`src/rtl/motor_pkg.sv`:
```
// Shared definitions for the motor soft-start/soft-stop sequencer:
// FSM state encoding, timer mode codes and the default data width.
package motor_pkg;

  localparam int unsigned DW_DEFAULT = 32;

  typedef enum logic [1:0] {
    IDLE      = 2'd0,
    RAMP_UP   = 2'd1,
    RUN       = 2'd2,
    RAMP_DOWN = 2'd3
  } state_t;

  localparam logic [1:0] TMR_OFF = 2'b00;
  localparam logic [1:0] TMR_PWM = 2'b10;

endpackage

```
`src/rtl/ramp_step_sat.sv`:
```
// Combinational saturating duty step.
//   up       : 1 = add step (clamped to target), 0 = subtract step (floored at 0)
//   compare  : current duty compare
//   step     : latched step size (never 0)
//   target   : latched ramp target
//   result_c : next duty compare
// Arithmetic is done at DW+1 bits so the add can never wrap.
module ramp_step_sat
  import motor_pkg::*;
#(
  parameter int unsigned DW = DW_DEFAULT
) (
  input  logic          up,
  input  logic [DW-1:0] compare,
  input  logic [DW-1:0] step,
  input  logic [DW-1:0] target,
  output logic [DW-1:0] result_c
);

  logic [DW:0] sum_c;

  always_comb begin
    sum_c    = {1'b0, compare} + {1'b0, step};
    result_c = '0;
    if (up) begin
      result_c = (sum_c >= {1'b0, target}) ? target : sum_c[DW-1:0];
    end else begin
      result_c = (compare > step) ? (compare - step) : '0;
    end
  end

endmodule

```
`src/rtl/motor_ramp_ctrl.sv`:
```
// Elevator motor soft-start/soft-stop sequencer. Drives the configuration of
// the shared PWM timer and ramps duty one step per completed PWM period.
// Optional build macro RAMP_TIMEOUT_EN adds a ramp watchdog and sticky fault.
// Ports:
//   clk, reset_n               : clock, async active-low reset
//   start, stop                : single-cycle command pulses
//   estop                      : level, immediate motor off
//   target_duty, step,
//   period_ticks, prescale     : ramp settings, sampled on an accepted start
//   period_done                : one pulse per PWM period wrap
//   tmr_mode, tmr_prescale,
//   tmr_max_count, tmr_compare : timer configuration outputs
//   busy, at_speed, done_irq   : status
//   fault                      : sticky ramp timeout (0 unless RAMP_TIMEOUT_EN)
module motor_ramp_ctrl
  import motor_pkg::*;
#(
  parameter int unsigned DW          = DW_DEFAULT,
  parameter logic [31:0] TIMEOUT_CYC = 32'd1_000_000
) (
  input  logic          clk,
  input  logic          reset_n,
  input  logic          start,
  input  logic          stop,
  input  logic          estop,
  input  logic [DW-1:0] target_duty,
  input  logic [DW-1:0] step,
  input  logic [DW-1:0] period_ticks,
  input  logic [DW-1:0] prescale,
  input  logic          period_done,
  output logic [1:0]    tmr_mode,
  output logic [DW-1:0] tmr_prescale,
  output logic [DW-1:0] tmr_max_count,
  output logic [DW-1:0] tmr_compare,
  output logic          busy,
  output logic          at_speed,
  output logic          done_irq,
  output logic          fault
);

  state_t        state, state_n;
  logic [DW-1:0] compare_n, target_l, target_n, step_l, step_n;
  logic [DW-1:0] prescale_n, period_n;
  logic [1:0]    mode_n;
  logic          busy_n, at_speed_n, done_n, accept_c;
  logic [DW:0]   full_duty_c;
  logic [DW-1:0] target_c, step_res_c;

  // Target is clamped to period_ticks+1 (100% duty); zero step means 1.
  always_comb begin
    full_duty_c = {1'b0, period_ticks} + (DW+1)'(1);
    target_c    = ({1'b0, target_duty} < full_duty_c) ? target_duty : full_duty_c[DW-1:0];
  end

  ramp_step_sat #(.DW(DW)) u_step (
    .up       (state == RAMP_UP),
    .compare  (tmr_compare),
    .step     (step_l),
    .target   (target_l),
    .result_c (step_res_c)
  );

`ifdef RAMP_TIMEOUT_EN
  logic [31:0] cnt_q, cnt_n;
  logic        fault_q, fault_n;
  assign fault = fault_q;
`else
  logic unused_timeout_c;
  assign unused_timeout_c = ^TIMEOUT_CYC;
  assign fault = 1'b0;
`endif

  // State and datapath registers
  always_ff @(posedge clk or negedge reset_n) begin
    if (!reset_n) begin
      state         <= IDLE;
      tmr_compare   <= '0;
      target_l      <= '0;
      step_l        <= '0;
      tmr_prescale  <= '0;
      tmr_max_count <= '0;
      tmr_mode      <= TMR_OFF;
      busy          <= 1'b0;
      at_speed      <= 1'b0;
      done_irq      <= 1'b0;
`ifdef RAMP_TIMEOUT_EN
      cnt_q         <= '0;
      fault_q       <= 1'b0;
`endif
    end else begin
      state         <= state_n;
      tmr_compare   <= compare_n;
      target_l      <= target_n;
      step_l        <= step_n;
      tmr_prescale  <= prescale_n;
      tmr_max_count <= period_n;
      tmr_mode      <= mode_n;
      busy          <= busy_n;
      at_speed      <= at_speed_n;
      done_irq      <= done_n;
`ifdef RAMP_TIMEOUT_EN
      cnt_q         <= cnt_n;
      fault_q       <= fault_n;
`endif
    end
  end

  // Next-state and output logic; estop overrides everything, stop beats start.
  always_comb begin
    state_n    = state;
    compare_n  = tmr_compare;
    target_n   = target_l;
    step_n     = step_l;
    prescale_n = tmr_prescale;
    period_n   = tmr_max_count;
    mode_n     = tmr_mode;
    done_n     = 1'b0;
    accept_c   = start & ~stop & ~estop;
`ifdef RAMP_TIMEOUT_EN
    cnt_n      = '0;
    fault_n    = fault_q;
`endif

    if (estop) begin
      state_n   = IDLE;
      compare_n = '0;
      mode_n    = TMR_OFF;
    end else begin
      case (state)
        IDLE: begin
          if (accept_c) begin
            target_n   = target_c;
            step_n     = (step == '0) ? DW'(1) : step;
            prescale_n = prescale;
            period_n   = period_ticks;
            mode_n     = TMR_PWM;
            state_n    = (target_c == '0) ? RUN : RAMP_UP;
`ifdef RAMP_TIMEOUT_EN
            fault_n    = 1'b0;
`endif
          end
        end
        RAMP_UP: begin
          if (stop) begin
            state_n = RAMP_DOWN;
          end else if (period_done) begin
            compare_n = step_res_c;
            if (step_res_c == target_l) state_n = RUN;
          end
        end
        RUN: begin
          if (stop) state_n = RAMP_DOWN;
        end
        RAMP_DOWN: begin
          // Resume ramp-up from the current compare; timer mode untouched.
          if (accept_c) begin
            target_n   = target_c;
            step_n     = (step == '0) ? DW'(1) : step;
            prescale_n = prescale;
            period_n   = period_ticks;
            state_n    = RAMP_UP;
`ifdef RAMP_TIMEOUT_EN
            fault_n    = 1'b0;
`endif
          end else if (period_done) begin
            compare_n = step_res_c;
            if (step_res_c == '0) begin
              state_n = IDLE;
              mode_n  = TMR_OFF;
              done_n  = 1'b1;
            end
          end
        end
        default: state_n = IDLE;
      endcase
    end

`ifdef RAMP_TIMEOUT_EN
    // Watchdog: counts idle ramp cycles, cleared by period_done or state change.
    if (!estop && (state == RAMP_UP || state == RAMP_DOWN) &&
        state_n == state && !period_done) begin
      if (cnt_q == TIMEOUT_CYC - 32'd1) begin
        fault_n   = 1'b1;
        state_n   = IDLE;
        compare_n = '0;
        mode_n    = TMR_OFF;
      end else begin
        cnt_n = cnt_q + 32'd1;
      end
    end
`endif

    busy_n     = (state_n != IDLE);
    at_speed_n = (state_n == RUN);
  end

endmodule

```
`config.mk`:
```
export PLATFORM = sky130hd
export DESIGN_NAME = motor_ramp_ctrl
export DESIGN_NICKNAME = d
export VERILOG_FILES = /design/src/rtl/motor_pkg.sv /design/src/rtl/ramp_step_sat.sv /design/src/rtl/motor_ramp_ctrl.sv
export SDC_FILE = /design/constraint.sdc
export NUM_CORES = 1
export LEC_CHECK = 0
export CORE_AREA = 2 2 232 120
export DETAILED_ROUTE_END_ITERATION = 12
export DIE_AREA = 0 0 234 122
export PLACE_DENSITY = 0.8
export SKIP_CTS_REPAIR_TIMING = 1
export SLEW_MARGIN = 0
export SYNTH_ARGS = -nofsm -noshare
export SYNTH_HDL_FRONTEND = slang
export SYNTH_HIERARCHICAL = 1
export SYNTH_SLANG_ARGS = --single-unit
```
`constraint.sdc`:
```
create_clock -name clk -period 7.3 [get_ports clk]
set_input_delay 1.095 -clock clk [delete_from_list [all_inputs] [get_ports clk]]
set_output_delay 1.095 -clock clk [all_outputs]
set_load 0.02 [all_outputs]
```
Word-level counts from Yosys, hierarchy flattened
Cells that the tools add are included.
Word-level totals
  register bits: 167
  output and inout bits: 102
Cells by class
  equality and inequality tests: 10
  bitwise logic cells: 4
  add/sub/neg operators: 3
  muxes and demuxes: 32
  order comparisons: 3
  reduce and logical (&&, ||, !) cells: 11
Operators with widths (number)
  $mux 32: 9
  $logic_not 32->1: 3
  $pmux 32 s2: 1
  $add 32x1->33 const B: 1
  $add 32x32->33: 1
  $ge 33x32->1: 1
  $lt 32x33->1: 1
  $eq 32x32->1: 1
  $gt 32x32->1: 1
  $sub 32x32->32: 1
  $mux 2: 15
  $ne 3x3->1 const B: 5
  $pmux 2 s4: 1
  $eq 2x2->1 const B: 3
  $reduce_and 3->1: 2
  $reduce_bool 3->1: 2
  $mux 1: 5
  $reduce_and 5->1: 1
  $pmux 2 s2: 1
  $and 1x1->1: 2
  $eq 2x1->1 const B: 1
  $logic_not 2->1: 1
  $not 1->1: 2
  $reduce_bool 2->1: 1
  $reduce_or 2->1: 1

Logic depth before layout (Yosys ltp)
  word-level depth: 11
  gate-level depth with buffers: 30
  mapped depth without buffers: 28

Modules after synthesis
The synthesis kept the hierarchy.
By module, submodules not included
  motor_ramp_ctrl: cells an instance 1080, area an instance 9080.0 um^2, times used 1
  ramp_step_sat: cells an instance 761, area an instance 5230.0 um^2, times used 1

Least setup slack after synthesis
No wires, ideal clock.
  path type: reg2reg
  start point: reg tmr_compare[4]
  end point: reg at_speed
  path slack: 1351 ps
  clock period less this slack: 5949 ps
  setup time: 120 ps
  stages on the path, launching flop included: 29
  arrival: 5830 ps
  cell sequence: dfrtp_1 > ha_1 > buf_6 > or2_0 > a221o_1 > a21oi_2 > nor4_1 > a2111o_1 > nand3b_4 > a21boi_0 > xnor2_1 > ha_1 > a21oi_1 > o21ai_0 > a211o_1 > a221oi_1 > o21ai_1 > a21oi_2 > a21boi_4 > buf_6 > mux2i_1 > o22ai_1 > nor4_1 > nand4_1 > nor3_1 > nor3_1 > o41a_1 > and3_1 > a31o_1
Between the ends
  longest elaborated chain between the ends: 11
  elaborated cells on any way between the ends: 18
RTL lines
  start, declared: line motor_ramp_ctrl.sv:34  | output logic [DW-1:0] tmr_compare,
  start signal, assigned: line motor_ramp_ctrl.sv:92  | tmr_compare <= compare_n;
  $add 32x32->33: line ramp_step_sat.sv:23  | sum_c = {1'b0, compare} + {1'b0, step};
  $ge 33x32->1: line ramp_step_sat.sv:26  | result_c = (sum_c >= {1'b0, target}) ? target : sum_c[DW-1:0];
  $mux 32: line ramp_step_sat.sv:26
  $mux 32 (*): line ramp_step_sat.sv:25  | if (up) begin
  named net step_res_c[2]: line motor_ramp_ctrl.sv:47  | logic [DW-1:0] target_c, step_res_c;
  $eq 32x32->1 / $logic_not 32->1 (equally long branches): line motor_ramp_ctrl.sv:148, motor_ramp_ctrl.sv:167
  $mux 2, on equally long branches: line motor_ramp_ctrl.sv:148, motor_ramp_ctrl.sv:167
  $mux 2, on equally long branches: line motor_ramp_ctrl.sv:146, motor_ramp_ctrl.sv:165
  $mux 2, on equally long branches: line motor_ramp_ctrl.sv:144, motor_ramp_ctrl.sv:156
  $pmux 2 s4 (*): line motor_ramp_ctrl.sv:129  | case (state)
  $mux 2 (*): line motor_ramp_ctrl.sv:124  | if (estop) begin
  $eq 2x2->1 (*): line motor_ramp_ctrl.sv:194  | at_speed_n = (state_n == RUN);
  named net at_speed_n: line motor_ramp_ctrl.sv:45  | logic busy_n, at_speed_n, done_n, accept_c;
  end signal, assigned: line motor_ramp_ctrl.sv:99  | at_speed <= at_speed_n;
  end, declared: line motor_ramp_ctrl.sv:36  | output logic at_speed,
Mark *: on every way through the listed nets, which the timed path passes. The rest lies on a longest branch.
A chain may end at the register's enable or synchronous reset.

Worst setup path after layout
  start point: reg step_l[5]
  end point: reg at_speed
Between the ends
  longest elaborated chain between the ends: 11
  elaborated cells on any way between the ends: 18
RTL lines
  start, declared: line motor_ramp_ctrl.sv:42  | logic [DW-1:0] compare_n, target_l, target_n, step_l, step_n;
  start signal, assigned: line motor_ramp_ctrl.sv:94  | step_l <= step_n;
  $add 32x32->33: line ramp_step_sat.sv:23
  $ge 33x32->1: line ramp_step_sat.sv:26
  $mux 32: line ramp_step_sat.sv:26
  $mux 32 (*): line ramp_step_sat.sv:25
  named net step_res_c[21]: line motor_ramp_ctrl.sv:47
  $eq 32x32->1 / $logic_not 32->1 (equally long branches): line motor_ramp_ctrl.sv:148, motor_ramp_ctrl.sv:167
  $mux 2, on equally long branches: line motor_ramp_ctrl.sv:148, motor_ramp_ctrl.sv:167
  $mux 2, on equally long branches: line motor_ramp_ctrl.sv:146, motor_ramp_ctrl.sv:165
  $mux 2, on equally long branches: line motor_ramp_ctrl.sv:144, motor_ramp_ctrl.sv:156
  $pmux 2 s4 (*): line motor_ramp_ctrl.sv:129
  $mux 2 (*): line motor_ramp_ctrl.sv:124
  $eq 2x2->1 (*): line motor_ramp_ctrl.sv:194
  named net at_speed_n: line motor_ramp_ctrl.sv:45
Marks and branches as above.

==> impl_metrics.tcl <==
set metrics [dict create \
    ys.flop_type "dfrtp_1" \
    layout-drive-gt1-share_pct 8.01 \
    cts_root_buf "clkbuf_16" \
    placed_cell_area_um2 16900 \
    timing.final.ws_setup_ns 0.237 \
    path_clk_slew_ns 0.08 \
    ys_async_sr_fraction_pct 100 \
    port_buffers 233 \
    endpoint_kind "flip-flop" \
    syn2layout_area_growth_pct 23.9 \
    synthCells 1841 \
    finalWeightedCongestion 1.04 \
    cts_tree "yes" \
    ys_ff_latch 166 \
    grt_max_degree 67 \
    via_per_inst 6.11 \
    dp_cells 2366 \
    fmax_ghz 0.142 \
    ioPinCount 236 \
    synth_area_per_cell_um2 7.77 \
    period_share_pct 96.8 \
    crit_path_frequent_cell "nor4_2" \
    p_per_area_nw_per_um2 554 \
    max_cap_viol_count 0 \
    synth_edf_count 0 \
    die_h_um 122 \
    hp-class "reg2reg" \
    p_leak_nw 7.90 \
    nNetsFinal 2302 \
    fin_cells 2407 \
    chipWidth_um 234 \
    postRouteAntennaNets 0 \
    startpoint_type "flip-flop" \
    avgRoutedWirePerCell_um 21.3 \
    dr.pass1.iters 6 \
    vdd_ir_drop_max_uv 307 \
    setup_viol 0 \
    cp_max_fo 10 \
    fin_skew_ns 0.0175 \
    cp.arrival_ns 7.42 \
    grt_first_pass_wirelength_um 78000 \
    dieArea_um2 28500 \
    coreArea_um2 26800 \
    post-route-util_pct 66.0 \
    antenna_found_initial 1 \
    relSlewSlack_pct 12.8 \
    cp_slowest_stage_delay_ns 0.50 \
    pre_cts_ws_ns -0.122 \
    clock_tree.buffer_depth 2 \
    final_hold_viol_count 0 \
    htree_levels 4 \
    syn_area_um2 14300 \
    num_rows 43 \
    start_util_pct 53.3 \
    grt.total_usage_pct 35.8 \
    fin_area_um2 17700 \
    drtIter0Drc 2026 \
    cts_buffers 17 \
    drc_errors 0 \
    cts_sinks 166 \
    yosysSeqAreaShare_pct 29.0 \
    cpMaxStageDelayCell "a2111o_1" \
    slew_violations 0 \
    routed_wl_um 51300 \
    clkLatencyLatePin_ns 0.47 \
    worstSetupPathType "reg2reg" \
    diodes 0 \
    worst_slew_pin_slew_ns 1.31 \
    grt_pass1_vias 13458 \
    ys.warnings.count 6 \
    hpwl_um 39900 \
    vias 14697 \
    grt_overflow_total 0 \
    outcome "finished clean" \
    ys_types 93 \
    required_ns 7.66 \
    period_needed_ns 7.06 \
]
[power by group]
group / switching [W] / internal (W) / leakage, nW
logic: 0.00426 / 0.00280 / 5.49
clock network: 0.000481 / 0.000499 / 0.305
registers: 0.000428 / 0.00135 / 2.11
total: 0.00517 / 0.00465 / 7.90
[cells in the final DEF, fill, tap and decap left out, types with 5 or more instances in the layout]
master             n
nand2_1          435
clkdlybuf4s50_1  232
dfrtp_1          166
nor2_1           139
ha_1             129
inv_1            102
xnor2_1           93
o21ai_0           90
a21oi_1           86
nand4_1           40
nor3_1            39
buf_4             38
o21ai_1           36
nand3_1           34
xor2_1            25
nor4_1            25
mux2_2            22
and3_1            17
clkbuf_16         17
o32ai_2           16
o21bai_1          15
nand2b_1          12
a31oi_1           12
o31ai_1           12
a211oi_1          11
nor2b_1           11
a21o_1            10
nor4_2            10
o211ai_1           8
mux2i_1            8
and2_1             7
a221oi_1           7
o22ai_1            6
and4_1             5
or3_1              5
[path summary, 6_finish.rpt]
check | slack, ns | from | cells after the start | end
setup / recovery | 0.24 | step_l[5] | 29 | at_speed
min in group asynchronous | 0.57 | reset_n | 1 | tmr_max_count[30]
setup reg to reg | 0.24 | step_l[5] | 29 | at_speed
hold reg to reg | 0.48 | tmr_prescale[26] | 2 | tmr_prescale[26]
max in group asynchronous | 5.55 | reset_n | 2 | tmr_compare[8]
hold / removal | 0.48 | tmr_prescale[26] | 2 | tmr_prescale[26]
[per-stage QoR]
stage / TNS [ns] / hold WS, ns / total power, W
floorplan: 0 / 0.474 / 0.00614
global placement: -0.0449 / 0.456 / 0.00814
detailed placement: -0.122 / 0.462 / 0.00822
CTS: -0.174 / 0.480 / 0.00926
global route: -0.00482 / 0.503 / 0.0104
finish: 0 / 0.476 / 0.00982
[routing by layer]
metal / global-route usage (%) / up-vias / share of wire, % / wire length (um)
met5: 1.74 / - / 0.15 / 77
met4: 6.65 / 4 / 1.1 / 575
met3: 12.8 / 59 / 13 / 6720
met2: 46.8 / 840 / 39 / 20000
met1: 55.3 / 7033 / 47 / 23900
li1: - / 6761 / - / -
[area by class of cell]
class | count | area (um^2)
multi-input combinational | 1471 | 9460
fill | 2323 | 9120
sequential | 166 | 4150
timing repair buffer | 272 | 2640
tap | 360 | 450
clock buffer | 17 | 425
inverter | 106 | 398
clock inverter | 15 | 200
[state kept, by name (all words and copies together), names as in the netlist]
register and flops:
tmr_prescale 32, done_irq 1, target_l 32, at_speed 1
state 2, tmr_compare 32, tmr_mode 1, busy 1
step_l 32, tmr_max_count 32
[kinds of logic (layout without fill, tap and decap cells)]
family / Yosys count / count (layout) / share of synthesized area [%]
other cells: 1 / 2 / 0.0262
simple gates: 804 / 804 / 25.1
xor+xnor: 118 / 118 / 7.22
buf+inv: 206 / 410 / 6.09
compound gates: 379 / 380 / 18.2
fa+ha+maj: 134 / 134 / 11.8
flops: 166 / 166 / 29.0
mux: 33 / 33 / 2.55
[critical path, delay by kind of cell, from the launching register on]
kind	cells	cell delay (ns)
flip-flops	1	0.40
buffers and inverters	3	0.39
AND/OR/NAND/NOR	8	1.55
adder cells (fa/ha/maj)	2	0.65
AO/OA/AOI/OAI	14	3.36
XOR/XNOR	1	0.34
multiplexers	1	0.24
[Yosys cell counts (34+ instances only)]
master	n	share of area, %
ha_1	132	12
nand4_1	40	1.7
nor3_1	41	1.4
dfrtp_1	166	29
xnor2_1	93	5.7
nor2_1	139	3.6
nand3_1	34	1.2
o21ai_1	36	1.3
o21ai_0	90	3.1
nand2_1	435	11
a21oi_1	87	3.0
clkbuf_1	59	1.5
inv_1	102	2.7
Note: power is estimated with default switching activity, not from simulation.
